==> config.mk <==
export PLATFORM = sky130hd
export DESIGN_NAME = instr_fetch_queue
export DESIGN_NICKNAME = d
export VERILOG_FILES = /design/src/rtl/instr_fetch_queue_pkg.sv /design/src/rtl/instr_fetch_queue_sync_fifo.sv /design/src/rtl/instr_fetch_queue.sv
export SDC_FILE = /design/constraint.sdc
export NUM_CORES = 1
export LEC_CHECK = 0
export BUFFER_PORTS_ARGS = -buffer_cell sky130_fd_sc_hd__buf_2
export CAP_MARGIN = 20
export CELL_PAD_IN_SITES_DETAIL_PLACEMENT = 0
export CELL_PAD_IN_SITES_GLOBAL_PLACEMENT = 1
export CORE_UTILIZATION = 51
export DETAILED_ROUTE_END_ITERATION = 12
export GPL_TIMING_DRIVEN = 1
export PLACE_DENSITY_LB_ADDON = 0.3
export SYNTH_ARGS = -nofsm -noshare
export SYNTH_HDL_FRONTEND = slang
export SYNTH_HIERARCHICAL = 1
export SYNTH_SLANG_ARGS = --single-unit
==> constraint.sdc <==
create_clock -name clk_i -period 9.9 [get_ports clk_i]
set_input_delay 0.99 -clock clk_i [delete_from_list [all_inputs] [get_ports clk_i]]
set_output_delay 0.99 -clock clk_i [all_outputs]
set_load 0.02 [all_outputs]
==> src/rtl/instr_fetch_queue_pkg.sv <==
// Shared definitions for the instruction-fetch queue.
//   INSTR_W          instruction / address width
//   PC_INC           byte increment between sequential fetches
//   RESET_PC_DEFAULT default first fetch address
//   fetch_entry_t    one prefetch-queue entry {pc, instr}
//   clog2()          pointer width helper for the FIFOs
package instr_fetch_queue_pkg;

  localparam int          INSTR_W          = 32;
  localparam logic [31:0] PC_INC           = 32'd4;
  localparam logic [31:0] RESET_PC_DEFAULT = 32'h0000_0000;

  typedef struct packed {
    logic [INSTR_W-1:0] pc;
    logic [INSTR_W-1:0] instr;
  } fetch_entry_t;

  function automatic int clog2(input int n);
    int r;
    r = 0;
    while ((1 << r) < n) r++;
    return r;
  endfunction

endpackage

==> src/rtl/instr_fetch_queue_sync_fifo.sv <==
// Small synchronous FIFO with flush and a combinational head read.
//   clk_i, rst_i  clock, asynchronous active-low reset of the pointers
//   push, din     write din when not full (ignored during flush)
//   pop           drop the head entry when not empty (ignored during flush)
//   flush         empty the FIFO on this edge
//   full, empty   occupancy flags
//   head          current head entry (meaningless while empty)
//   count         current occupancy, 0..DEPTH
module sync_fifo
  import instr_fetch_queue_pkg::*;
#(
  parameter int WIDTH = 32,
  parameter int DEPTH = 4
) (
  input  logic                   clk_i,
  input  logic                   rst_i,
  input  logic                   push,
  input  logic                   pop,
  input  logic                   flush,
  input  logic [WIDTH-1:0]       din,
  output logic                   full,
  output logic                   empty,
  output logic [WIDTH-1:0]       head,
  output logic [clog2(DEPTH):0]  count
);

  localparam int PW = clog2(DEPTH);

  logic [WIDTH-1:0] mem [DEPTH];
  logic [PW:0]      wr_ptr;
  logic [PW:0]      rd_ptr;
  logic             do_push;
  logic             do_pop;

  // Extra pointer bit distinguishes full from empty.
  assign count   = wr_ptr - rd_ptr;
  assign empty   = (count == '0);
  assign full    = (count == (PW+1)'(DEPTH));
  assign do_push = push & ~full & ~flush;
  assign do_pop  = pop & ~empty & ~flush;
  // A word written at an edge is readable right after it: no output bubble.
  assign head    = mem[rd_ptr[PW-1:0]];

  always_ff @(posedge clk_i or negedge rst_i) begin
    if (!rst_i) begin
      wr_ptr <= '0;
      rd_ptr <= '0;
    end else if (flush) begin
      wr_ptr <= '0;
      rd_ptr <= '0;
    end else begin
      if (do_push) wr_ptr <= wr_ptr + (PW+1)'(1);
      if (do_pop)  rd_ptr <= rd_ptr + (PW+1)'(1);
    end
  end

  // Storage carries data only; validity lives in the pointers.
  always_ff @(posedge clk_i) begin
    if (do_push) mem[wr_ptr[PW-1:0]] <= din;
  end

endmodule

==> src/rtl/instr_fetch_queue.sv <==
// Instruction-fetch front end: issues word reads to a variable-latency
// instruction memory, buffers the in-order responses and hands {instr, pc}
// to the decoder through a valid/ready handshake. Redirects flush the queue
// and discard reads that were already in flight.
//   clk_i, rst_i                     clock, asynchronous active-low reset
//   imem_req_o, imem_addr_o          read request and word address
//   imem_gnt_i                       request accepted this cycle
//   imem_rvalid_i, imem_rdata_i      in-order read response
//   instr_valid_o, instr_o, instr_pc_o  queue head to the consumer
//   instr_ready_i                    consumer takes the head
//   redirect_i, redirect_pc_i        flush and restart at a new address
module instr_fetch_queue
  import instr_fetch_queue_pkg::*;
#(
  parameter int          DEPTH    = 4,
  parameter logic [31:0] RESET_PC = RESET_PC_DEFAULT
) (
  input  logic               clk_i,
  input  logic               rst_i,
  output logic               imem_req_o,
  output logic [INSTR_W-1:0] imem_addr_o,
  input  logic               imem_gnt_i,
  input  logic               imem_rvalid_i,
  input  logic [INSTR_W-1:0] imem_rdata_i,
  output logic               instr_valid_o,
  output logic [INSTR_W-1:0] instr_o,
  output logic [INSTR_W-1:0] instr_pc_o,
  input  logic               instr_ready_i,
  input  logic               redirect_i,
  input  logic [INSTR_W-1:0] redirect_pc_i
);

  localparam int PW = clog2(DEPTH);

  logic [INSTR_W-1:0] fetch_pc;
  logic [PW:0]        outstanding;
  logic [PW:0]        discard;
  logic [PW:0]        q_count;
  logic [PW:0]        t_count;
  logic               q_full, q_empty, t_full, t_empty;
  fetch_entry_t       q_head;
  fetch_entry_t       q_din;
  logic [INSTR_W-1:0] t_head;
  logic [PW+1:0]      in_use;
  logic               issue, resp, keep, pop;

  // Every read in flight owns a queue slot, so responses can never overflow.
  assign in_use     = {1'b0, q_count} + {1'b0, outstanding};
  assign imem_req_o = rst_i & ~redirect_i & (in_use < (PW+2)'(DEPTH));
  assign imem_addr_o = fetch_pc;

  assign issue = imem_req_o & imem_gnt_i;
  // A beat with nothing outstanding is a protocol error and is ignored.
  assign resp  = imem_rvalid_i & (outstanding != '0);
  assign keep  = resp & (discard == '0) & ~redirect_i;
  assign pop   = ~q_empty & instr_ready_i & ~redirect_i;

  assign q_din = '{pc: t_head, instr: imem_rdata_i};

  assign instr_valid_o = ~q_empty;
  assign instr_o       = q_empty ? '0 : q_head.instr;
  assign instr_pc_o    = q_empty ? '0 : q_head.pc;

  sync_fifo #(.WIDTH($bits(fetch_entry_t)), .DEPTH(DEPTH)) u_data_q (
    .clk_i (clk_i),
    .rst_i (rst_i),
    .push  (keep),
    .pop   (pop),
    .flush (redirect_i),
    .din   (q_din),
    .full  (q_full),
    .empty (q_empty),
    .head  (q_head),
    .count (q_count)
  );

  // Tags only for reads that will be kept; stale reads are never tagged,
  // so a discarded beat does not pop this FIFO.
  sync_fifo #(.WIDTH(INSTR_W), .DEPTH(DEPTH)) u_tag_q (
    .clk_i (clk_i),
    .rst_i (rst_i),
    .push  (issue),
    .pop   (keep),
    .flush (redirect_i),
    .din   (fetch_pc),
    .full  (t_full),
    .empty (t_empty),
    .head  (t_head),
    .count (t_count)
  );

  always_ff @(posedge clk_i or negedge rst_i) begin
    if (!rst_i) begin
      fetch_pc    <= RESET_PC;
      outstanding <= '0;
      discard     <= '0;
    end else begin
      if (redirect_i)  fetch_pc <= redirect_pc_i & ~32'h3;
      else if (issue)  fetch_pc <= fetch_pc + PC_INC;

      outstanding <= outstanding + (PW+1)'(issue) - (PW+1)'(resp);

      // Everything still in flight after a redirect is stale. When a
      // redirect arrives with no grant since the previous one, this equals
      // the current discard count less the beat dropped this cycle.
      if (redirect_i)
        discard <= outstanding - (PW+1)'(resp);
      else if (resp && discard != '0)
        discard <= discard - (PW+1)'(1);
    end
  end

  a_rvalid_tracked : assert property (@(posedge clk_i) disable iff (!rst_i)
    !(imem_rvalid_i && outstanding == '0));
  a_no_overflow : assert property (@(posedge clk_i) disable iff (!rst_i)
    !(keep && (q_full || t_empty)) && !(issue && t_full));
  a_tags_match : assert property (@(posedge clk_i) disable iff (!rst_i)
    (discard <= outstanding) && (t_count == outstanding - discard));

endmodule

* After elaboration in Yosys (flattened, before gate mapping) *
Memory sizes are Yosys's and may differ from the RTL's.
Cells that the tools add are included.

storage, ports and cells
  flip-flop bits (word level) = 50
  bits in latches = 0
  bits in writable memories = 384
  ROM bits = 0
  bits of input ports = 70
  word-level logic and storage cells = 75
  memories kept = 2

memories
  memory        depth  width  rd ports  clocked after memory_dff  wr ports  line                               source
  u_data_q.mem  4      64     1         0                         1         instr_fetch_queue_sync_fifo.sv:29  logic [WIDTH-1:0] mem [DEPTH];
  u_tag_q.mem   4      32     1         0                         1         instr_fetch_queue_sync_fifo.sv:29

operators by class
  add/sub/neg operators = 12
  multiply operators = 0
  divide/modulo/power cells = 0
  $lt $le $gt $ge = 1
  equal/unequal tests = 2
  shift-type cells = 0
  muxes and demuxes = 18
  bitwise logic cells = 21
  reductions and logical operators = 12

operators by type and width
  cell                   count
  $mux 32                4
  $add 32x3->32 const B  1
  $mux 3                 10
  $and 1x1->1            16
  $add 3x1->3 const B    4
  $reduce_bool 2->1      6
  $logic_not 3->1        3
  $eq 3x3->1 const B     2
  $reduce_bool 3->1      2
  $sub 3x1->3            2
  $sub 3x3->3            2
  $not 1->1              5
  $add 3x3->4            1
  $lt 4x3->1 const B     1
  $mux 1                 4
  $add 3x1->3            1
  $sub 3x1->3 const B    1
  $logic_and 1x1->1      1

* Logic depth before layout (Yosys ltp) *
Gate-level depths: netlist of the first run.

  depth in word-level cells = 9
  mapped depth = 16

* Modules after synthesis *
Netlist of the first run, hierarchy kept.

modules (own cells, without submodules)
  module                 times used  cells an instance  area each (um^2)
  sync_fifo at u_data_q  1           387                9705.6
  sync_fifo at u_tag_q   1           221                5128.7
  instr_fetch_queue      1           341                2761.4

* Worst setup path after synthesis of the first run *
OpenSTA, ideal clock, no wires.

  path type = input to register
  start = input port redirect_i
  end = memory u_data_q/mem[0][0] (netlist bit) (enable)
  library setup time = 0.578 ns
  arrival = 6.671 ns
  required time = 9.322 ns
  setup slack = 2.651 ns
  stages = 5
  path buffers = 1
  cell sequence = clkbuf_1 nor4b_1 inv_1 a31o_2 nor3b_1

between the ends
  longest elaborated chain between the ends = 6

RTL lines
  item                          line                               source
  start, declared               instr_fetch_queue.sv:29            input logic redirect_i,
  $not 1->1                     instr_fetch_queue.sv:55            assign keep = resp & (discard == '0) & ~redirect_i;
  $and 1x1->1                   instr_fetch_queue.sv:55
  via keep                      instr_fetch_queue.sv:45            logic issue, resp, keep, pop;
  $and 1x1->1 (2 in a row)      instr_fetch_queue_sync_fifo.sv:39  assign do_push = push & ~full & ~flush;
  $mux 1                        instr_fetch_queue_sync_fifo.sv:59  if (do_push) mem[wr_ptr[PW-1:0]] <= din;
  $mux 1 (implied by the code)  instr_fetch_queue_sync_fifo.sv:59
  end, declared                 instr_fetch_queue_sync_fifo.sv:29

The timed path passes the listed nets, and every way through them passes these cells.

* Worst setup path in the final report of the first run *
  start = register u_data_q.rd_ptr[0]
  end = memory u_tag_q.mem[6][25], in the netlist u_tag_q/mem[3][25] (enable)

between the ends
  longest elaborated chain between the ends = 9

RTL lines
  item                          line                               source
  start, declared               instr_fetch_queue_sync_fifo.sv:31  logic [PW:0] rd_ptr;
  start signal, assigned        instr_fetch_queue_sync_fifo.sv:53  if (do_pop) rd_ptr <= rd_ptr + (PW+1)'(1);
  $sub 3x3->3                   instr_fetch_queue_sync_fifo.sv:36  assign count = wr_ptr - rd_ptr;
  via q_count[2]                instr_fetch_queue.sv:38            logic [PW:0] q_count;
  $add 3x3->4                   instr_fetch_queue.sv:48            assign in_use = {1'b0, q_count} + {1'b0, outstanding};
  $lt 4x3->1                    instr_fetch_queue.sv:49            assign imem_req_o = rst_i & ~redirect_i & (in_use < (PW+2)'(DEPTH));
  $and 1x1->1                   instr_fetch_queue.sv:49
  $and 1x1->1                   instr_fetch_queue.sv:52            assign issue = imem_req_o & imem_gnt_i;
  $and 1x1->1 (2 in a row)      instr_fetch_queue_sync_fifo.sv:39
  $mux 1                        instr_fetch_queue_sync_fifo.sv:59
  $mux 1 (implied by the code)  instr_fetch_queue_sync_fifo.sv:59
  end, declared                 instr_fetch_queue_sync_fifo.sv:29

The timed path passes the listed nets, and every way through them passes these cells.

==> flow_metrics.tcl, run 1 <==
set metrics [dict create \
    cp_data_required_time_ps 10090 \
    finalCriticalPeriod_ps 4940 \
    gr-total-overflow 0 \
    status "finished, final reports clean" \
    fillCellCount 2491 \
    grt_pass1_wl_um 51510 \
    max_freq_ghz 0.2024 \
    design_area_mm2 0.02047 \
    cts_sinks 432 \
    vdd_ir_drop_max_mv 0.1464 \
    max_slew_margin_pct 31.93 \
    rsz0062_at_grt "no" \
    syn2layout_area_growth_pct 16.49 \
    track_usage_pct 18.98 \
    power.leakage_nw 7.117 \
    start_util_pct 52.15 \
    powerDensity_mw_per_mm2 197.3 \
    cts_buffers 44 \
    first_pass_iters 4 \
    holdBufCountCts 0 \
    avgSynthCellArea_um2 18.62 \
    cp_max_fo 40 \
    setup_tns_ps 0 \
    dp.final_hpwl_um 18760 \
    r2r_start "u_data_q/rd_ptr[0]" \
    crit_path_end_kind "register" \
    grt_max_degree 67 \
    die_y_um 187.6 \
    clock_latency_ps 550 \
    antennaDiodeCount 0 \
    drcViolationCount 0 \
    clock_path_buffers 3 \
    clk_pin_slew_worst_paths_ps 60 \
    drive_above_1_share_pct 31.83 \
    cap_violations 0 \
    design.die.area_mm2 0.03521 \
    worstPathArrival_ps 5130 \
    vias 9005 \
    fp-row-count 67 \
    ys_warn_count 6 \
    cts_root_buf "clkbuf_16" \
    totalWireLength_um 32330 \
    io_buffers 163 \
    postCtsSetupBuffers 0 \
    nNetsFinal 1230 \
    gp_congestion 0.7503 \
    core-area_mm2 0.03370 \
    htree_levels 2 \
    antenna_found_initial 0 \
    finalMaxSlewViolations 0 \
    startpoint_type "register" \
    crit_path_start "u_data_q/rd_ptr[0]" \
    grt_pass1_vias 9148 \
    synth_cells 944 \
    drt-wirelength-per-cell_um 19.96 \
    fin_crit_sh_pct 49.89 \
    critical_path_class "reg2reg" \
    multi_input_area_mm2 0.004638 \
    syn-cell-area_mm2 0.01757 \
    setup_violations 0 \
    die_w_um 187.6 \
    viasPerCell 5.559 \
    hold_class "in2async" \
    cts_resized 0 \
    ant_nets 0 \
    finClkSkew_ps 21.81 \
    place_area_mm2 0.01898 \
    hold_viol_final 0 \
    regArea_mm2 0.01274 \
    ios 168 \
    cts_tree "yes" \
    drtIter0Drc 499 \
    worst_slew_pin_slew_ps 1021 \
]
==> worst max-delay path: stages, from the launching register on <==
cell and delay, ps:
dfrtp_4 740, ha_1 330, fa_1 360, xor3_2 340, ha_1 240, nor4_2 320
nand4_1 120, buf_4 270, inv_2 360, o21ai_1 290, nor3b_2 720, buf_4 470
==> flip-flops by register name, indices dropped and copies added (netlist names) <==
register	flops
u_data_q/mem	256
u_tag_q/mem	128
imem_addr_o	30
discard	3
outstanding	3
u_data_q/rd_ptr	3
u_data_q/wr_ptr	3
u_tag_q/rd_ptr	3
u_tag_q/wr_ptr	3
==> worst paths after layout <==
kind / end / slack (ps) / cells past startpoint
min: discard[1] / 560 / 2
max: u_tag_q/mem[3][25] / 4960 / 11
min in group clk_i: outstanding[0] / 570 / 1
max reg2reg: u_tag_q/mem[3][25] / 4960 / 11
min reg2reg: outstanding[0] / 570 / 1
max in group asynchronous: u_data_q/rd_ptr[0] / 8840 / 2
==> power by group <==
part	internal, mW	leakage (nW)	switching (mW)
registers	2.04	4.05	0.0626
clock network	1.01	0.716	0.663
logic	0.105	2.35	0.164
total	3.15	7.12	0.889
==> metrics by stage <==
stage,total power [mW],instances,hold WS [ps],util [%],worst slack [ps]
4_1_cts,4.081,1620,574.1,60.75,4837
6_report,4.039,1620,562.2,60.75,4960
3_5_place_dp,2.409,1538,559.3,56.33,4840
3_3_place_gp,2.401,1537,559.9,56.29,4905
5_1_grt,4.190,1620,584.0,60.75,4548
2_1_floorplan,2.298,953,522.3,-,2651
==> cell type report <==
type | instances | share of cell area, %
Clock inverter | 29 | 1.528
Sequential cell | 432 | 62.23
Timing Repair Buffer | 181 | 4.663
Multi-Input combinational cell | 454 | 22.66
Tap cell | 448 | 2.738
Inverter | 23 | 0.4339
Clock buffer | 53 | 5.751
==> per-layer routing <==
metal  GRT usage, %  vias to the layer above  part of all wire [%]
li1               -                     4130                     -
met1          27.09                     4521                    45
met2          30.48                      302                    48
met3          2.901                       52                   5.1
met4          5.722                        0                   2.2
met5              0                        -                     0
==> placed cells by master (no fill, tap or decap), types with 16 or more instances in the layout <==
cell         n
dfrtp_1     44
mux4_2      96
clkbuf_16   46
o21ai_0     21
nand4_1     16
buf_4       17
ha_1        21
edfxtp_1   384
a21oi_1     16
buf_2      163
nand2_1     40
nand3_1     16
nor2b_1     73
inv_1       21
nor2_1      26
No activity file was read; power rests on OpenSTA's default activity.
==> inputs of run 2 (changes only) <==
- CORE_UTILIZATION: 51 -> 46
- clock period: 9.9 -> 4.3 ns (I/O delays scaled with it)
==> run 2 against run 1 <==
Net effect:
- clock skew increased by 1.6 ps
- via count increased by 1.2%
- die area increased by 11%
- first-iteration DRC count decreased by 7.0%
- highest routed layer unchanged
==> flow_metrics.tcl, run 2 (synthesis results as in run 1) <==
set metrics [dict create \
    status "finished, final reports clean" \
    clock_path_buffers 3 \
    setup_violations 0 \
    ios 168 \
    vias 9110 \
    viasPerCell 5.381 \
    totalWireLength_um 33890 \
    power.leakage_nw 7.213 \
    place_ws_ps 539.3 \
    cts_sinks 432 \
    vdd_ir_drop_max_mv 0.2368 \
    worst_slew_pin_slew_ps 985.9 \
    track_usage_pct 17.98 \
    antennaDiodeCount 0 \
    drcViolationCount 0 \
    gp_congestion 0.7818 \
    design.die.area_mm2 0.03899 \
    crit_path_start "u_data_q/wr_ptr[0]" \
    fp-row-count 71 \
    drtIter0Drc 464 \
    cts_resized 0 \
    cp-endpoint "imem_addr_o[9]" \
    dp.final_hpwl_um 20640 \
    finalMaxSlewViolations 0 \
    antenna_found_initial 0 \
    syn2layout_area_growth_pct 17.88 \
    grt.met2_usage_pct 28.66 \
    reg2reg_depth 14 \
    grt_util_met3_pct 3.107 \
    grt_util_met1_pct 25.56 \
    cts_root_buf "clkbuf_16" \
    cap_violations 0 \
    cts_buffers 45 \
    crit_path_end_kind "register" \
    hold_class "in2async" \
    die_w_um 197.5 \
    fin_crit_sh_pct 87.71 \
    largest_reg_flops 256 \
    multi_input_area_mm2 0.004663 \
    clock_latency_ps 550 \
    drt-wirelength-per-cell_um 20.02 \
    gr-total-overflow 0 \
    clk_pin_slew_worst_paths_ps 60 \
    ant_nets 0 \
    first_pass_iters 4 \
    worstPathArrival_ps 4210 \
    start_util_pct 46.66 \
    cp_max_fo 29 \
    timing.final.ws_setup_ps 528.5 \
    reg2reg_slack_ps 530 \
    drive_above_1_share_pct 32.83 \
    core-area_mm2 0.03767 \
    io_buffers 163 \
    grt_pass1_wl_um 53290 \
    max_freq_ghz 0.2651 \
    cts_tree "yes" \
    hold-worst-slack_ps 22.03 \
    r2r_start "u_data_q/wr_ptr[0]" \
    grt_max_degree 83 \
    top_usage_layer "met2" \
    nNetsFinal 1240 \
    fillCellCount 3042 \
    finalCriticalPeriod_ps 3772 \
    powerDensity_mw_per_mm2 447.1 \
    startpoint_type "register" \
    worstReg2RegEnd "imem_addr_o[9]" \
    critical_path_class "reg2reg" \
    regArea_mm2 0.01274 \
    grt_pass1_vias 9420 \
    rsz0062_at_grt "no" \
    finalPower_mw 9.262 \
    die_y_um 197.5 \
    htree_levels 2 \
    finClkSkew_ps 23.39 \
    final_common_cell "edfxtp_1" \
    hold_viol_final 0 \
    final_cell_mix "edfxtp_1 (384), buf_2 (163), mux4_2 (96), nor2b_1 (73), clkbuf_16 (47)" \
    cp_data_required_time_ps 4740 \
    holdBufCountCts 0 \
    postCtsSetupBuffers 0 \
    max_slew_margin_pct 34.27 \
]
run 2: area by class of cell:
cell class	count	area share, %
clock buffers	57	5.906
clock inverters	26	1.184
inverters	23	0.4288
multi-input cells	454	22.51
flip-flops and latches	432	61.49
well taps	511	3.086
repair buffers	190	5.399
run 2: through the flow:
step | util [%] | setup TNS [ps] | instance area, um2 | instances
floorplan | - | -137600 | 17650 | 953
global route | 55.00 | 0 | 20720 | 1693
finish | 55.00 | 0 | 20720 | 1693
CTS | 55.00 | 0 | 20720 | 1693
detailed placement | 51.10 | 0 | 19250 | 1610
global placement | 51.10 | 0 | 19250 | 1610
run 2: worst max-delay path, stage by stage, from the launching register on:
cell	delay [ps]
dfrtp_1	390
inv_1	110
ha_1	230
fa_1	370
xor3_2	350
ha_1	240
nor4_2	310
nand4_1	160
buf_4	260
inv_2	90
buf_4	250
nor2_1	190
buf_4	280
a21o_1	160
a221o_1	290
run 2: routing by layer:
| metal | up-vias | share of wire (%) |
|---|---|---|
| li1 | 4145 | - |
| met1 | 4657 | 46 |
| met2 | 257 | 47 |
| met3 | 51 | 5.2 |
| met4 | 0 | 2.0 |
| met5 | - | 0 |
run 2: worst min path at each step:
stage | end | depth (start not counted)
after floorplan | discard[0] | 0
after global placement | outstanding[0] | 1
after detailed placement | outstanding[0] | 1
after CTS | imem_addr_o[17] | 2
after global routing | outstanding[2] | 2
final | imem_addr_o[23] | 2
run 2: where the power goes:
part / leakage, nW / total, mW / internal, mW / switching [mW]
Clock: 0.712 / 3.80 / 2.26 / 1.54
Sequential: 4.06 / 4.83 / 4.69 / 0.146
Combinational: 2.44 / 0.626 / 0.245 / 0.380
